File: src/rtl/full_adder_pkg.sv
// Shared constants and a reference adder model for full_adder.
package full_adder_pkg;

    localparam int DEFAULT_WIDTH = 1;
    localparam int REF_MAX_W     = 32;

    // Reference {carry,sum} for operands up to REF_MAX_W bits; the carry lands at bit [width].
    function automatic logic [REF_MAX_W:0] ref_add(input logic [REF_MAX_W-1:0] a,
                                                  input logic [REF_MAX_W-1:0] b,
                                                  input logic cin,
                                                  input int unsigned width);
        logic [REF_MAX_W-1:0] am;
        logic [REF_MAX_W-1:0] bm;
        am = a;
        bm = b;
        for (int i = 0; i < REF_MAX_W; i++) begin
            if (i >= int'(width)) begin
                am[i] = 1'b0;
                bm[i] = 1'b0;
            end
        end
        return {1'b0, am} + {1'b0, bm} + {{REF_MAX_W{1'b0}}, cin};
    endfunction

endpackage

File: src/rtl/full_adder_if.sv
// Operand/result bundle for full_adder. FULL_ADDER_OVERFLOW_EN adds the overflow signal.
interface full_adder_if
    import full_adder_pkg::*;
#(
    parameter int WIDTH = DEFAULT_WIDTH
);
    logic [WIDTH-1:0] a;
    logic [WIDTH-1:0] b;
    logic             cin;
    logic             in_valid;
    logic [WIDTH-1:0] sum;
    logic             carry;
    logic             out_valid;
`ifdef FULL_ADDER_OVERFLOW_EN
    logic             overflow;

    modport master (output a, b, cin, in_valid, input sum, carry, out_valid, overflow);
    modport slave  (input a, b, cin, in_valid, output sum, carry, out_valid, overflow);
`else
    modport master (output a, b, cin, in_valid, input sum, carry, out_valid);
    modport slave  (input a, b, cin, in_valid, output sum, carry, out_valid);
`endif
endinterface

File: src/rtl/full_adder_bit.sv
// Purely combinational 1-bit full-adder cell.
module full_adder_bit (
    input  logic a,
    input  logic b,
    input  logic cin,
    output logic sum,
    output logic carry
);
    logic p;

    assign p     = a ^ b;
    assign sum   = p ^ cin;
    assign carry = (a & b) | (cin & p);
endmodule

File: src/rtl/full_adder.sv
// Ripple-carry adder with a one-cycle registered output stage.
// Optional macro FULL_ADDER_OVERFLOW_EN adds a registered signed-overflow flag.
module full_adder
    import full_adder_pkg::*;
#(
    parameter int WIDTH = DEFAULT_WIDTH
) (
    input  logic        clk,
    input  logic        rst,
    full_adder_if.slave bus
);
    logic [WIDTH:0]   c;
    logic [WIDTH-1:0] s;

    assign c[0] = bus.cin;

    for (genvar i = 0; i < WIDTH; i++) begin : g_bit
        full_adder_bit u_bit (
            .a     (bus.a[i]),
            .b     (bus.b[i]),
            .cin   (c[i]),
            .sum   (s[i]),
            .carry (c[i+1])
        );
    end

    logic [WIDTH-1:0] sum_d, sum_q;
    logic             carry_d, carry_q;
    logic             valid_d, valid_q;
`ifdef FULL_ADDER_OVERFLOW_EN
    logic             ovf_d, ovf_q;
`endif

    // Result registers hold across idle cycles; only out_valid pulses.
    always_comb begin
        sum_d   = sum_q;
        carry_d = carry_q;
        valid_d = bus.in_valid;
`ifdef FULL_ADDER_OVERFLOW_EN
        ovf_d   = ovf_q;
`endif
        if (bus.in_valid) begin
            sum_d   = s;
            carry_d = c[WIDTH];
`ifdef FULL_ADDER_OVERFLOW_EN
            ovf_d   = c[WIDTH] ^ c[WIDTH-1];
`endif
        end
    end

    always_ff @(posedge clk) begin
        if (rst) begin
            sum_q   <= '0;
            carry_q <= 1'b0;
            valid_q <= 1'b0;
`ifdef FULL_ADDER_OVERFLOW_EN
            ovf_q   <= 1'b0;
`endif
        end else begin
            sum_q   <= sum_d;
            carry_q <= carry_d;
            valid_q <= valid_d;
`ifdef FULL_ADDER_OVERFLOW_EN
            ovf_q   <= ovf_d;
`endif
        end
    end

    assign bus.sum       = sum_q;
    assign bus.carry     = carry_q;
    assign bus.out_valid = valid_q;
`ifdef FULL_ADDER_OVERFLOW_EN
    assign bus.overflow  = ovf_q;
`endif
endmodule

File: src/flat_wrapper.sv
// flat-port wrapper written by rule: the top's interface ports become plain ports
module full_adder_flat import full_adder_pkg::*;
#(
    parameter int WIDTH = DEFAULT_WIDTH
)
  (clk, rst, bus_a, bus_b, bus_cin, bus_in_valid, bus_sum, bus_carry, bus_out_valid);
  full_adder_if #(.WIDTH(WIDTH)) bus_i ();
  input  logic clk;
  input  logic rst;
  input wire logic [$bits(bus_i.a)-1:0] bus_a;
  input wire logic [$bits(bus_i.b)-1:0] bus_b;
  input wire logic [$bits(bus_i.cin)-1:0] bus_cin;
  input wire logic [$bits(bus_i.in_valid)-1:0] bus_in_valid;
  output wire logic [$bits(bus_i.sum)-1:0] bus_sum;
  output wire logic [$bits(bus_i.carry)-1:0] bus_carry;
  output wire logic [$bits(bus_i.out_valid)-1:0] bus_out_valid;
  assign bus_i.a = bus_a;
  assign bus_i.b = bus_b;
  assign bus_i.cin = bus_cin;
  assign bus_i.in_valid = bus_in_valid;
  assign bus_sum = bus_i.sum;
  assign bus_carry = bus_i.carry;
  assign bus_out_valid = bus_i.out_valid;
  full_adder #(.WIDTH(WIDTH)) u_core (.clk(clk), .rst(rst), .bus(bus_i));
endmodule
File: config.mk
export PLATFORM = sky130hd
export DESIGN_NAME = full_adder_flat
export DESIGN_NICKNAME = d
export VERILOG_FILES = /design/src/rtl/full_adder_pkg.sv /design/src/rtl/full_adder_if.sv /design/src/rtl/full_adder_bit.sv /design/src/rtl/full_adder.sv /design/src/flat_wrapper.sv
export SDC_FILE = /design/constraint.sdc
export NUM_CORES = 1
export LEC_CHECK = 0
export BUFFER_PORTS_ARGS = -buffer_cell sky130_fd_sc_hd__buf_2
export CORE_AREA = 2 2 39 41
export DETAILED_ROUTE_END_ITERATION = 7
export DIE_AREA = 0 0 41 43
export SYNTH_ARGS = -nofsm -noshare
export SYNTH_HDL_FRONTEND = slang
export SYNTH_SLANG_ARGS = --single-unit
File: constraint.sdc
create_clock -name clk -period 2.05 [get_ports clk]
set_clock_uncertainty 0.05 [all_clocks]
set_input_delay 0.205 -clock clk [delete_from_list [all_inputs] [get_ports clk]]
set_output_delay 0.205 -clock clk [all_outputs]
set_load 0.02 [all_outputs]
==> metrics.txt <==
# TYPE chip_impl_metric gauge
chip_impl_info{name="timing.critical_path.max_delay_family",value="flip-flops"} 1
chip_impl_metric{name="yosysUniqueCellTypes",unit=""} 5
chip_impl_metric{name="pwr_density_cell",unit="nW/um^2"} 958
chip_impl_metric{name="synth_nets",unit=""} 16
chip_impl_info{name="critPathSlowestCell",value="sky130_fd_sc_hd__dfxtp_1"} 1
chip_impl_info{name="cts.root.buffer_cell",value="sky130_fd_sc_hd__clkbuf_4"} 1
chip_impl_info{name="critical_path.cell_chain",value="buf_2"} 1
chip_impl_metric{name="seq_area_frac_synth",unit="%"} 52.7
chip_impl_metric{name="boundaryPins",unit=""} 9
chip_impl_metric{name="power.clock.fraction",unit="%"} 53.2
chip_impl_metric{name="power_frac_seq",unit="%"} 33.8
chip_impl_metric{name="initial_core_util",unit="%"} 8.23
chip_impl_info{name="worstHoldPathType",value="in2reg"} 1
chip_impl_metric{name="reported_leakage_power",unit="nW"} 0.0993
chip_impl_metric{name="cts_setup_buffers",unit=""} 0
chip_impl_metric{name="max_cap_viol_count",unit=""} 0
chip_impl_metric{name="timing.critical_path.required",unit="ps"} 1790
chip_impl_metric{name="setup_viol",unit=""} 0
chip_impl_metric{name="worstSkewPairLatency",unit="ps"} 230
chip_impl_info{name="yosys.area.top_type",value="sky130_fd_sc_hd__dfxtp_1"} 1
chip_impl_metric{name="hold_viol_final",unit=""} 0
chip_impl_metric{name="grt_use_total",unit="%"} 4.93
chip_impl_info{name="grt_setup_unrepaired",value="no"} 1
chip_impl_info{name="endpoint_kind",value="output port"} 1
chip_impl_metric{name="slew_viol_final",unit=""} 0
chip_impl_metric{name="routabilityCongestion",unit=""} 0.579
chip_impl_metric{name="vias",unit=""} 114
chip_impl_metric{name="synth-seq-cells",unit=""} 3
chip_impl_metric{name="dpl_worst_slack",unit="ps"} 924
chip_impl_metric{name="critPathMaxStageDelay",unit="ps"} 330
chip_impl_metric{name="timing.fmax",unit="MHz"} 1020
chip_impl_metric{name="finalCritPeriodShare",unit="%"} 48.0
chip_impl_metric{name="htreeDepth",unit=""} 1
chip_impl_metric{name="switching_share",unit="%"} 23.2
chip_impl_metric{name="design_power_total",unit="mW"} 0.192
chip_impl_metric{name="maxSlewHeadroom",unit="%"} 92.1
chip_impl_metric{name="vdd.ir_drop.worst",unit="mV"} 0.212
chip_impl_metric{name="detail_route.first_pass.iterations",unit=""} 2
chip_impl_metric{name="ys_async_sr_fraction",unit="%"} 0
chip_impl_metric{name="remaining_drc_errors",unit=""} 0
chip_impl_metric{name="setup_tns",unit="ps"} 0
chip_impl_metric{name="place_area",unit="um^2"} 174
chip_impl_metric{name="setup_ws",unit="ps"} 1070
chip_impl_metric{name="area_of_combinational_cells_with_multiple_inputs",unit="um^2"} 53.8
chip_impl_metric{name="wire_per_inst",unit="um"} 7.24
chip_impl_metric{name="final_design_instance_area_without_fill",unit="um^2"} 200
chip_impl_metric{name="nFillCells",unit=""} 162
chip_impl_metric{name="p_sw",unit="mW"} 0.0445
chip_impl_metric{name="area.growth.synth_to_final",unit="%"} 75.8
chip_impl_metric{name="cp.buffers_inverters",unit=""} 1
chip_impl_metric{name="buffer_ports.inserted",unit=""} 8
chip_impl_metric{name="post-synth-top-area-fraction",unit="%"} 52.7
chip_impl_metric{name="die-area",unit="um^2"} 1760
chip_impl_info{name="tritoncts",value="done"} 1
chip_impl_info{name="dominantRegCellSynth",value="sky130_fd_sc_hd__dfxtp_1"} 1
chip_impl_metric{name="chipHeight",unit="um"} 43
chip_impl_metric{name="timing.final.crit_period",unit="ps"} 984
chip_impl_metric{name="fp.coreArea",unit="um^2"} 1380
chip_impl_metric{name="total_area_of_sequential_cells",unit="um^2"} 60.1
chip_impl_metric{name="edff_count_synth",unit=""} 0
chip_impl_metric{name="via_count_of_the_first_global_routing_pass",unit=""} 111
chip_impl_metric{name="grt_max_degree",unit=""} 4
chip_impl_metric{name="cts-hold-fix-buffers",unit=""} 0
chip_impl_metric{name="clock_tree.buffer_depth",unit=""} 2
chip_impl_metric{name="combPwrFrac",unit="%"} 12.9
chip_impl_metric{name="tritoncts.num_buffers",unit=""} 3
chip_impl_metric{name="timing.critical_path.fanout_max",unit=""} 2
chip_impl_metric{name="gate_count_after_technology_mapping",unit=""} 9
chip_impl_metric{name="drive_above_1_share",unit="%"} 52.4
chip_impl_info{name="synth_most_common_cell",value="sky130_fd_sc_hd__dfxtp_1"} 1
chip_impl_metric{name="cp.arrival",unit="ps"} 730
chip_impl_metric{name="synthesis.area",unit="um^2"} 114
chip_impl_metric{name="fraction_of_the_core_area_covered_by_cells_at_the_end_of_the_flow",unit="%"} 14.5
chip_impl_metric{name="chipWidth",unit="um"} 41
chip_impl_metric{name="viasPerCell",unit=""} 3.08
chip_impl_info{name="critPathKind",value="reg2out"} 1
chip_impl_info{name="worst_setup_path_start_kind",value="flop"} 1
chip_impl_metric{name="global_route.overflow_total",unit=""} 0
chip_impl_metric{name="yosys_warnings",unit=""} 0
chip_impl_metric{name="number_of_antenna_violations_at_the_first_check_in_global_routing",unit=""} 0
chip_impl_metric{name="clock_pin_slew_reported_for_the_worst_setup_and_hold_paths_after_clock_tree_synthesis",unit="ps"} 40
chip_impl_metric{name="grt_first_pass_wirelength",unit="um"} 469
chip_impl_metric{name="antenna_cells_inserted",unit=""} 0
chip_impl_metric{name="antenna_violating_nets_left",unit=""} 0
chip_impl_metric{name="placementRows",unit=""} 14
chip_impl_info{name="synth_common_cells",value="sky130_fd_sc_hd__dfxtp_1 (3), sky130_fd_sc_hd__mux2i_1 (2), sky130_fd_sc_hd__nor2_1 (2), sky130_fd_sc_hd__fa_1 (1), sky130_fd_sc_hd__nor2b_1 (1)"} 1
chip_impl_metric{name="syn_avg_cell_area",unit="um^2"} 12.7
chip_impl_metric{name="design.final.nets",unit=""} 29
chip_impl_info{name="result_of_the_run",value="completed"} 1
chip_impl_metric{name="timing_worst_slew_pin_value",unit="ps"} 116
chip_impl_metric{name="drtIter0Drc",unit=""} 3
chip_impl_metric{name="cellInternalPower",unit="mW"} 0.147
chip_impl_metric{name="post_cts_resize_count",unit=""} 0
chip_impl_info{name="synth.top_cells.by_area",value="sky130_fd_sc_hd__dfxtp_1 (53%), sky130_fd_sc_hd__fa_1 (18%), sky130_fd_sc_hd__mux2i_1 (18%)"} 1
chip_impl_metric{name="total_wirelength",unit="um"} 268
chip_impl_metric{name="cts.sinks",unit=""} 3
[cell families after synthesis]
group	count (synthesis)	synth area share (%)
adders and majority gates	1	17.6
DFF	3	52.7
muxes	2	17.6
and+or+nand+nor	3	12.1
[flip-flops by register name, indices dropped and copies added, names as in the netlist]
signal                count
u_core.bus.out_valid      1
u_core.bus.sum            1
u_core.bus.carry          1
[worst paths after layout]
| kind | startpoint | end | slack [ps] | cells after the start |
|---|---|---|---|---|
| max | u_core.bus.sum | bus_sum | 1070 | 1 |
| min | rst | u_core.bus.sum | 110 | 2 |
| max reg2reg | u_core.bus.sum | u_core.bus.sum | 1420 | 2 |
| min reg2reg | u_core.bus.carry | u_core.bus.carry | 450 | 2 |
[cell type report]
type                    count  area share [%]
multi-input cells           6            26.9
repair buffers              8            20.0
clock buffers               4            13.1
well taps                  16            10.0
flip-flops and latches      3            30.0
[worst reg2reg max path: cells and delay by family, from the launching register on]
family	cells	cell delay (ps)
AND/OR/NAND/NOR	1	50
multiplexers	1	120
flip-flops	1	300
[power groups by stage]
stage	clock, mW	combinational [mW]	sequential [mW]
finish	0.102	0.0247	0.0649
global route	0.113	0.0280	0.0654
detailed placement	0	0.0250	0.0658
CTS	0.110	0.0251	0.0649
global placement	0	0.0247	0.0655
floorplan	0	0.00708	0.0709
[cell usage in the layout (no fill, tap or decap)]
cell type and n:
sky130_fd_sc_hd__clkbuf_1 1, sky130_fd_sc_hd__nor2b_1 1, sky130_fd_sc_hd__buf_2 8, sky130_fd_sc_hd__dfxtp_1 3, sky130_fd_sc_hd__mux2i_1 2, sky130_fd_sc_hd__nor2_1 2, sky130_fd_sc_hd__clkbuf_4 3, sky130_fd_sc_hd__fa_1 1
[layer usage]
layer | global-route usage (%) | part of all wire, % | up-vias
met5 | 0 | 0 | -
met4 | 6.00 | 0 | 0
met3 | 6.81 | 26 | 0
met2 | 4.06 | 27 | 9
met1 | 4.55 | 46 | 50
li1 | - | - | 55
[through the flow]
step,std cells,hold slack (ps)
after floorplan,9,227
after global placement,33,352
after detailed placement,33,350
after CTS,37,97.9
after global routing,37,109
final,37,111
Power figures use the tool's default switching activity.
